File: src/rtl/if_stage.sv
// Instruction fetch stage: PC, in-order imem requests, response FIFO toward decode.
// Optional IF_MISALIGN_EN: misaligned redirects raise fetch_misalign and halt fetch.
module if_stage #(
  parameter logic [31:0] RESET_PC        = 32'h8000_0000,
  parameter int          FIFO_DEPTH      = 4,
  parameter int          MAX_OUTSTANDING = 2
) (
  input  logic        clk,
  input  logic        rst,
  output logic        imem_req_valid,
  input  logic        imem_req_ready,
  output logic [31:0] imem_req_addr,
  input  logic        imem_rsp_valid,
  input  logic [31:0] imem_rsp_data,
  output logic        inst_valid,
  input  logic        inst_ready,
  output logic [31:0] inst,
  output logic [31:0] inst_pc,
  input  logic        redirect_valid,
  input  logic [31:0] redirect_pc,
  output logic        fetch_misalign
);

  localparam int PTR_W = $clog2(FIFO_DEPTH);
  localparam int CNT_W = PTR_W + 1;
  localparam int TAG_W = (MAX_OUTSTANDING > 1) ? $clog2(MAX_OUTSTANDING) : 1;

`ifdef IF_MISALIGN_EN
  typedef enum logic [1:0] {S_RUN = 2'd0, S_DRAIN = 2'd1, S_HALT = 2'd2} state_e;
`else
  typedef enum logic [1:0] {S_RUN = 2'd0, S_DRAIN = 2'd1} state_e;
`endif

  state_e             state_q, state_d;
  logic [31:0]        pc_q, pc_d;
  logic [CNT_W-1:0]   out_q, out_d;
  logic [CNT_W-1:0]   drop_q, drop_d;
  logic               req_valid_q, req_valid_d;
  logic               misalign_q, misalign_d;
  logic [CNT_W-1:0]   fifo_wr_q, fifo_wr_d, fifo_rd_q, fifo_rd_d;
  logic [TAG_W-1:0]   tag_wr_q, tag_wr_d, tag_rd_q, tag_rd_d;
  logic [31:0]        fifo_inst_q [FIFO_DEPTH];
  logic [31:0]        fifo_pc_q   [FIFO_DEPTH];
  logic [31:0]        tag_pc_q    [MAX_OUTSTANDING];

  logic               req_fire_s, rsp_fire_s, redirect_s, pop_s;
  logic               fifo_push_s, tag_push_s;
  logic [CNT_W-1:0]   fifo_cnt_s, fifo_cnt_d;
  logic [CNT_W:0]     sum_d;
  logic               unused_s;

  function automatic logic [TAG_W-1:0] tag_inc(input logic [TAG_W-1:0] p);
    if (p == TAG_W'(MAX_OUTSTANDING - 1)) begin
      return '0;
    end else begin
      return p + TAG_W'(1);
    end
  endfunction

  assign req_fire_s     = req_valid_q && imem_req_ready;
  assign rsp_fire_s     = imem_rsp_valid;
  assign fifo_cnt_s     = fifo_wr_q - fifo_rd_q;
  assign inst_valid     = (fifo_cnt_s != '0) && !redirect_valid;
  assign pop_s          = inst_valid && inst_ready;
  assign inst           = fifo_inst_q[fifo_rd_q[PTR_W-1:0]];
  assign inst_pc        = fifo_pc_q[fifo_rd_q[PTR_W-1:0]];
  assign imem_req_valid = req_valid_q;
  assign imem_req_addr  = pc_q;
  assign unused_s       = ^redirect_pc[1:0];

`ifdef IF_MISALIGN_EN
  assign redirect_s     = redirect_valid && (state_q != S_HALT);
  assign fetch_misalign = misalign_q;
`else
  assign redirect_s     = redirect_valid;
  assign fetch_misalign = 1'b0;
`endif

  always_comb begin
    state_d     = state_q;
    pc_d        = pc_q;
    drop_d      = drop_q;
    misalign_d  = misalign_q;
    fifo_wr_d   = fifo_wr_q;
    fifo_rd_d   = fifo_rd_q;
    tag_wr_d    = tag_wr_q;
    tag_rd_d    = tag_rd_q;
    fifo_push_s = 1'b0;
    tag_push_s  = 1'b0;
    out_d       = out_q + {{(CNT_W-1){1'b0}}, req_fire_s} - {{(CNT_W-1){1'b0}}, rsp_fire_s};

    if (redirect_s) begin
      // Everything buffered or in flight is stale; responses still owed are counted as drops.
      fifo_wr_d = '0;
      fifo_rd_d = '0;
      tag_wr_d  = '0;
      tag_rd_d  = '0;
      pc_d      = {redirect_pc[31:2], 2'b00};
      drop_d    = out_d;
      state_d   = (out_d == '0) ? S_RUN : S_DRAIN;
`ifdef IF_MISALIGN_EN
      if (redirect_pc[1:0] != 2'b00) begin
        misalign_d = 1'b1;
        state_d    = S_HALT;
      end else begin
        misalign_d = misalign_q;
      end
`endif
    end else begin
      if (req_fire_s) begin
        pc_d       = pc_q + 32'd4;
        tag_push_s = 1'b1;
        tag_wr_d   = tag_inc(tag_wr_q);
      end else begin
        pc_d = pc_q;
      end
      case (state_q)
        S_RUN: begin
          if (rsp_fire_s) begin
            fifo_push_s = 1'b1;
            fifo_wr_d   = fifo_wr_q + CNT_W'(1);
            tag_rd_d    = tag_inc(tag_rd_q);
          end else begin
            fifo_push_s = 1'b0;
          end
        end
        S_DRAIN: begin
          if (rsp_fire_s) begin
            drop_d  = drop_q - CNT_W'(1);
            state_d = (drop_q == CNT_W'(1)) ? S_RUN : S_DRAIN;
          end else begin
            drop_d = drop_q;
          end
        end
`ifdef IF_MISALIGN_EN
        S_HALT: begin
          if (rsp_fire_s && (drop_q != '0)) begin
            drop_d = drop_q - CNT_W'(1);
          end else begin
            drop_d = drop_q;
          end
        end
`endif
        default: state_d = S_RUN;
      endcase
      if (pop_s) begin
        fifo_rd_d = fifo_rd_q + CNT_W'(1);
      end else begin
        fifo_rd_d = fifo_rd_q;
      end
    end

    fifo_cnt_d  = fifo_wr_d - fifo_rd_d;
    sum_d       = {1'b0, out_d} + {1'b0, fifo_cnt_d};
    req_valid_d = (state_d == S_RUN) && (sum_d < (CNT_W+1)'(FIFO_DEPTH)) &&
                  (out_d < CNT_W'(MAX_OUTSTANDING));
  end

  always_ff @(posedge clk) begin
    if (rst) begin
      state_q     <= S_RUN;
      pc_q        <= RESET_PC;
      out_q       <= '0;
      drop_q      <= '0;
      req_valid_q <= 1'b0;
      misalign_q  <= 1'b0;
      fifo_wr_q   <= '0;
      fifo_rd_q   <= '0;
      tag_wr_q    <= '0;
      tag_rd_q    <= '0;
    end else begin
      state_q     <= state_d;
      pc_q        <= pc_d;
      out_q       <= out_d;
      drop_q      <= drop_d;
      req_valid_q <= req_valid_d;
      misalign_q  <= misalign_d;
      fifo_wr_q   <= fifo_wr_d;
      fifo_rd_q   <= fifo_rd_d;
      tag_wr_q    <= tag_wr_d;
      tag_rd_q    <= tag_rd_d;
    end
  end

  always_ff @(posedge clk) begin
    if (fifo_push_s) begin
      fifo_inst_q[fifo_wr_q[PTR_W-1:0]] <= imem_rsp_data;
      fifo_pc_q[fifo_wr_q[PTR_W-1:0]]   <= tag_pc_q[tag_rd_q];
    end
    if (tag_push_s) begin
      tag_pc_q[tag_wr_q] <= pc_q;
    end
  end

endmodule

File: config.mk
export PLATFORM = sky130hd
export DESIGN_NAME = if_stage
export DESIGN_NICKNAME = d
export VERILOG_FILES = /design/src/rtl/if_stage.sv
export SDC_FILE = /design/constraint.sdc
export NUM_CORES = 1
export LEC_CHECK = 0
export ABC_CLOCK_PERIOD_IN_PS = 4080
export BUFFER_PORTS_ARGS = -buffer_cell sky130_fd_sc_hd__clkbuf_2
export CAP_MARGIN = 20
export CORE_ASPECT_RATIO = 0.75
export CORE_MARGIN = 8
export CORE_UTILIZATION = 60
export CTS_BUF_LIST = sky130_fd_sc_hd__clkbuf_4
export CTS_CLUSTER_SIZE = 28
export DETAILED_ROUTE_END_ITERATION = 8
export HOLD_SLACK_MARGIN = 0.03
export PLACE_DENSITY = 0.82
export SLEW_MARGIN = 30
export SYNTH_ARGS = -nofsm -noshare
export SYNTH_HDL_FRONTEND = slang
export SYNTH_SLANG_ARGS = --single-unit
File: constraint.sdc
create_clock -name clk -period 4.08 [get_ports clk]
set_input_delay 0 -clock clk [delete_from_list [all_inputs] [get_ports clk]]
set_output_delay 0 -clock clk [all_outputs]
set_load 0.01 [all_outputs]
* Word level (Yosys, flattened, before mapping) *
Memory sizes are Yosys's and may differ from the RTL's. A register that Yosys moved wholly into a read port is not among the register bits.
Index checks and enable logic that the tools add are counted.

cells by class
  order comparisons = 2
  equality and inequality tests = 2
  add/sub/neg operators = 11
  reduce and logical (&&, ||, !) cells = 16
  multiplexer cells = 30

operators with widths
  kind                                                 number
  two-way mux 32 bit                                   2
  adder 32 x 3 -> 32 bit (second input constant)       1
  two-way mux 3 bit                                    8
  two-way mux 1 bit                                    15
  two-way mux 2 bit                                    4
  adder 3 x 1 -> 3 bit (second input constant)         2
  nonzero test 2 bit                                   3
  subtractor 3 bit                                     2
  logical AND 1 bit                                    5
  adder 3 x 3 -> 4 bit                                 1
  zero test 2 bit                                      2
  < comparator 4 x 3 -> 1 bit (second input constant)  1
  one-hot mux 2 bit (2 select lines)                   1
  AND reduction 2 bit                                  2
  adder 3 x 1 -> 3 bit                                 1
  == test 3 x 1 -> 1 bit (second input constant)       1
  zero test 3 bit                                      1
  < comparator 3 x 2 -> 1 bit (second input constant)  1
  nonzero test 3 bit                                   1
  subtractor 3 x 1 -> 3 bit                            1
  subtractor 3 x 1 -> 3 bit (second input constant)    1
  adder 1 bit (second input constant)                  2
  == test 2 x 1 -> 1 bit (second input constant)       1
  OR reduction 2 bit                                   1
  zero test 1 bit                                      1

word-level totals
  bits of input ports = 70
  logic and storage cells = 74
  memories = 3
  register bits = 49
  output and inout bits = 99
  RAM bits = 320

memory list
  memory       depth  bits a word  read ports  clocked after Yosys merged registers in  wr ports  line  text
  fifo_inst_q  4      32           1           1                                        1         42    logic [31:0] fifo_inst_q [FIFO_DEPTH];
  fifo_pc_q    4      32           1           1                                        1         43    logic [31:0] fifo_pc_q [FIFO_DEPTH];
  tag_pc_q     2      32           1           1                                        1         44    logic [31:0] tag_pc_q [MAX_OUTSTANDING];

* Depth between registers and ports, before layout *
  depth after elaboration = 11
  depth in mapped cells = 18
  depth with buffers taken out = 16

* Least setup slack after synthesis *
Ideal clock, no wire load.

  path type = register -> register
  start point = register fifo_rd_q[1]
  end point = register req_valid_q, in the netlist imem_req_valid
  clock period less this slack = 3.459 ns
  cell stages (with the launch flop) = 17
  required time = 3.984 ns
  buffers on the path = 2
  slack = 0.621 ns
  arrival time = 3.363 ns
  setup time = 0.096 ns
  path through = dfxtp_1 buf_2 buf_1 inv_1 ha_1 nor2b_1 xnor2_1 nand3_1 nand2_1 mux2i_1 or2_2 fa_1 xor2_1 ha_1 nor4_1 o21ai_0 nor4b_1

between the ends
  longest elaborated chain between the ends = 11
  elaborated cells on any way between the ends = 12
  those cells by class = add/sub: 4; order compare: 1; mux: 2; reduce/logical: 5

RTL lines
  element                              line  text
  start: declaration                   40    logic [CNT_W-1:0] fifo_wr_q, fifo_wr_d, fifo_rd_q, fifo_rd_d;
  start signal: assignment             179   fifo_rd_q <= fifo_rd_d;
  subtractor 3 bit                     62    assign fifo_cnt_s = fifo_wr_q - fifo_rd_q;
  nonzero test 3 bit                   63    assign inst_valid = (fifo_cnt_s != '0) && !redirect_valid;
  logical AND 1 bit                    63
  logical AND 1 bit                    64    assign pop_s = inst_valid && inst_ready;
  two-way mux 3 bit (*)                146   if (pop_s) begin
  two-way mux 3 bit (*)                92    if (redirect_s) begin
  subtractor 3 bit (*)                 153   fifo_cnt_d = fifo_wr_d - fifo_rd_d;
  adder 3 x 3 -> 4 bit (*)             154   sum_d = {1'b0, out_d} + {1'b0, fifo_cnt_d};
  < comparator 4 x 3 -> 1 bit (*)      155   req_valid_d = (state_d == S_RUN) && (sum_d < (CNT_W+1)'(FIFO_DEPTH)) &&
  logical AND 1 bit (*) (2 in series)  155
  end signal: assignment               176   req_valid_q <= req_valid_d;
  end: declaration                     38    logic req_valid_q, req_valid_d;

Mark *: on every way between the ends. The rest lies on a longest branch, timed or not.
A chain may end at the register's enable or synchronous reset.

* Worst setup path after layout *
  start point = register fifo_wr_q[0]
  end point = register req_valid_q, in the netlist imem_req_valid

between the ends
  longest elaborated chain between the ends = 11
  elaborated cells on any way between the ends = 15
  those cells by class = add/sub: 4; order compare: 1; mux: 5; reduce/logical: 5

RTL lines
  element                              line  text
  start: declaration                   40
  start signal: assignment             178   fifo_wr_q <= fifo_wr_d;
  subtractor 3 bit                     62
  nonzero test 3 bit                   63
  logical AND 1 bit                    63
  logical AND 1 bit                    64
  two-way mux 3 bit                    146
  two-way mux 3 bit                    92
  subtractor 3 bit (*)                 153
  adder 3 x 3 -> 4 bit (*)             154
  < comparator 4 x 3 -> 1 bit (*)      155
  logical AND 1 bit (*) (2 in series)  155

Marked as above.

==> flow_metrics.tcl <==
set metrics [dict create \
    outcome "completed" \
    p_seq_frac 0.538 \
    nets 1200 \
    p_clk_frac 0.389 \
    grt.overflow.total 0 \
    die_w_um 191.7 \
    hpwlAfterDp_um 17080 \
    crit_type "flop to flop" \
    critPathLaunchType "flop" \
    switchingPower_mw 1.673 \
    ctsResizeCount 0 \
    p_leak_nw 6.335 \
    fp-row-count 48 \
    syn_area_mm2 0.01389 \
    synth.distinct_cells 45 \
    yosysMostFrequentCell "edfxtp_1" \
    syn_avg_cell_area_um2 18.52 \
    relSlewSlack 0.3477 \
    setup_violations 0 \
    synth_seq_area_share 0.7349 \
    synth_top_area_cell "edfxtp_1" \
    wl_per_cell_um 20.45 \
    min_from "imem_rsp_data[0]" \
    p_per_area_mw_per_mm2 431.3 \
    drt-vias-per-instance 5.540 \
    antennaDiodeCount 0 \
    start_util 0.6071 \
    r2r-start "fifo_wr_q[0]" \
    internal_power_mw 5.913 \
    swShare 0.2206 \
    cap_violations 0 \
    clk_latency_ns 0.69 \
    p_comb_frac 0.073 \
    critPathRequiredTime_ns 4.67 \
    holdBufCountCts 132 \
    clock-sinks 356 \
    antenna_found_initial 0 \
    num_vias 8211 \
    worst-r2r-setup-slack_ns 0.66 \
    core_area_mm2 0.02288 \
    initialDrtViolationCount 593 \
    post-route-period-util 0.8383 \
    synth_edf_count 308 \
    worst_slew_pin_slew_ns 0.9784 \
    globalplace.congestion 0.8302 \
    grt_pass1_wl_um 47820 \
    reg2reg_depth 14 \
    clockBufferDepth 3 \
    drt-pass1-iter-count 5 \
    hold_viol 0 \
    final-max-slew-violation-count 0 \
    fin_crit_ns 3.420 \
    antenna_left 0 \
    cp-end-kind "flop" \
    fin_hold_ws_ns 0.08470 \
    die_h_um 147.8 \
    drc 0 \
    synthTopCellsByArea "edfxtp_1, mux4_2, dfxtp_1" \
    area_growth_pct 26.62 \
    ys_async_sr_fraction 0 \
    crit_fanout 4 \
    port-buffer-count 161 \
    whs_endpoint "fifo_inst_q[0][0]" \
    synth-seq-cells 356 \
    synth_ff_type "edfxtp_1" \
    min-delay-path-class "primary input to flop" \
    yosysWarnings 0 \
    arrival_ns 4.01 \
    finalSetupTns_ns 0 \
    drive_above_1_share 0.3511 \
    synth_top_area_frac 0.6658 \
    r2r_end "imem_req_valid" \
    syn_inst 750 \
    skew_ns 0.03379 \
    io_pins 169 \
    htree_levels 3 \
    ir_drop_v 0.0004022 \
    hold_depth 2 \
    pre_cts_slack_ns 0.7182 \
    cts_tree "yes" \
    cts_buffers 85 \
    finalWorstSetupSlack_ns 0.6598 \
    grt_pass1_vias 8698 \
    root_buffer "clkbuf_4" \
    cts_setup_buffers 0 \
    drt_wl_total_um 30310 \
    track_usage 0.2179 \
    ys_top_cells_by_count "edfxtp_1, mux4_2, nor2_1" \
    die_area_mm2 0.02833 \
    clk_pin_slew_ns 0.07 \
    max_freq_mhz 292.4 \
    grt_setup_unrepaired "false" \
    grt_max_degree 63 \
]
-- worst max-delay path: stages, from the launching register on --
cell and delay, ns:
dfxtp_1 0.39, inv_1 0.10, ha_1 0.19, nor2b_1 0.13, xnor2_1 0.34, nand3_1 0.15, nand2_1 0.14, mux2i_1 0.10
or2_2 0.29, fa_1 0.41, xor2_1 0.18, ha_1 0.28, nor4_1 0.21, o21ai_0 0.13, nor4b_1 0.29
-- worst max path at each step --
stage,end,startpoint,cells after the start,slack [ns]
4_1_cts,imem_req_valid,fifo_wr_q[0],14,0.66
6_report,imem_req_valid,fifo_wr_q[0],14,0.66
3_3_place_gp,imem_req_valid,fifo_wr_q[0],14,0.75
2_1_floorplan,imem_req_valid,fifo_rd_q[1],16,0.62
5_1_grt,imem_req_valid,fifo_wr_q[0],16,0.32
3_5_place_dp,imem_req_valid,fifo_wr_q[0],14,0.72
-- sequential cells by signal, indices dropped and copies added, names as in the netlist, named ones only --
| register | flops |
|---|---|
| fifo_inst_q | 128 |
| fifo_pc_q | 120 |
| tag_pc_q | 60 |
| imem_req_addr | 30 |
| drop_q | 3 |
| fifo_rd_q | 3 |
| fifo_wr_q | 3 |
| out_q | 3 |
| state_q | 2 |
| imem_req_valid | 1 |
| tag_rd_q | 1 |
| tag_wr_q | 1 |
-- kinds of logic after synthesis --
kind of cell | count (synthesis) | synth area share
buffers and inverters | 49 | 0.01585
XOR/XNOR | 43 | 0.02810
AO/OA/AOI/OAI | 38 | 0.01621
adder cells (fa/ha/maj) | 17 | 0.01639
AND/OR/NAND/NOR | 143 | 0.05548
multiplexers | 103 | 0.1328
flip-flops | 356 | 0.7349
other | 1 | 0.0002699
-- power groups by stage --
stage          clock network (mW)  logic [mW]  registers [mW]
2_1_floorplan                   0       0.264            4.15
3_3_place_gp                    0       0.422            4.16
3_5_place_dp                    0       0.432            4.16
4_1_cts                      3.03       0.540            4.08
5_1_grt                      3.22       0.602            4.09
6_report                     2.95       0.552            4.08
-- routing by layer --
metal	routed length, um	vias up	GRT usage
met5	0	-	0
met4	918	0	0.09140
met3	2114	84	0.05862
met2	14640	318	0.3426
met1	12630	4093	0.2851
li1	-	3716	-
-- layout by cell type (no fill, tap or decap), drive strengths merged, types with 17 or more instances in the layout --
cell type	count
a21oi	23
and3	17
clkbuf	280
clkinv	30
dfxtp	48
dlygate4sd3	132
edfxtp	308
mux2	30
mux4	62
nand2	23
nor2	52
xnor2	27
-- through the flow --
step | instances | utilization | cell area, um2 | total power [mW]
2_1_floorplan | 755 | - | 13910 | 4.418
3_3_place_gp | 1190 | 0.6569 | 15030 | 4.580
6_report | 1482 | 0.7688 | 17590 | 7.586
3_5_place_dp | 1192 | 0.6592 | 15080 | 4.592
4_1_cts | 1480 | 0.7670 | 17550 | 7.649
5_1_grt | 1482 | 0.7688 | 17590 | 7.909
-- cell type report --
| class | count | area [um2] |
|---|---|---|
| sequential | 356 | 10220 |
| fill | 1293 | 5291 |
| clock inverter | 37 | 252.7 |
| inverter | 12 | 45.04 |
| clock buffer | 119 | 893.4 |
| multi-input combinational | 350 | 3506 |
| tap | 300 | 375.4 |
| timing repair buffer | 308 | 2301 |
Power figures use the tool's default switching activity.
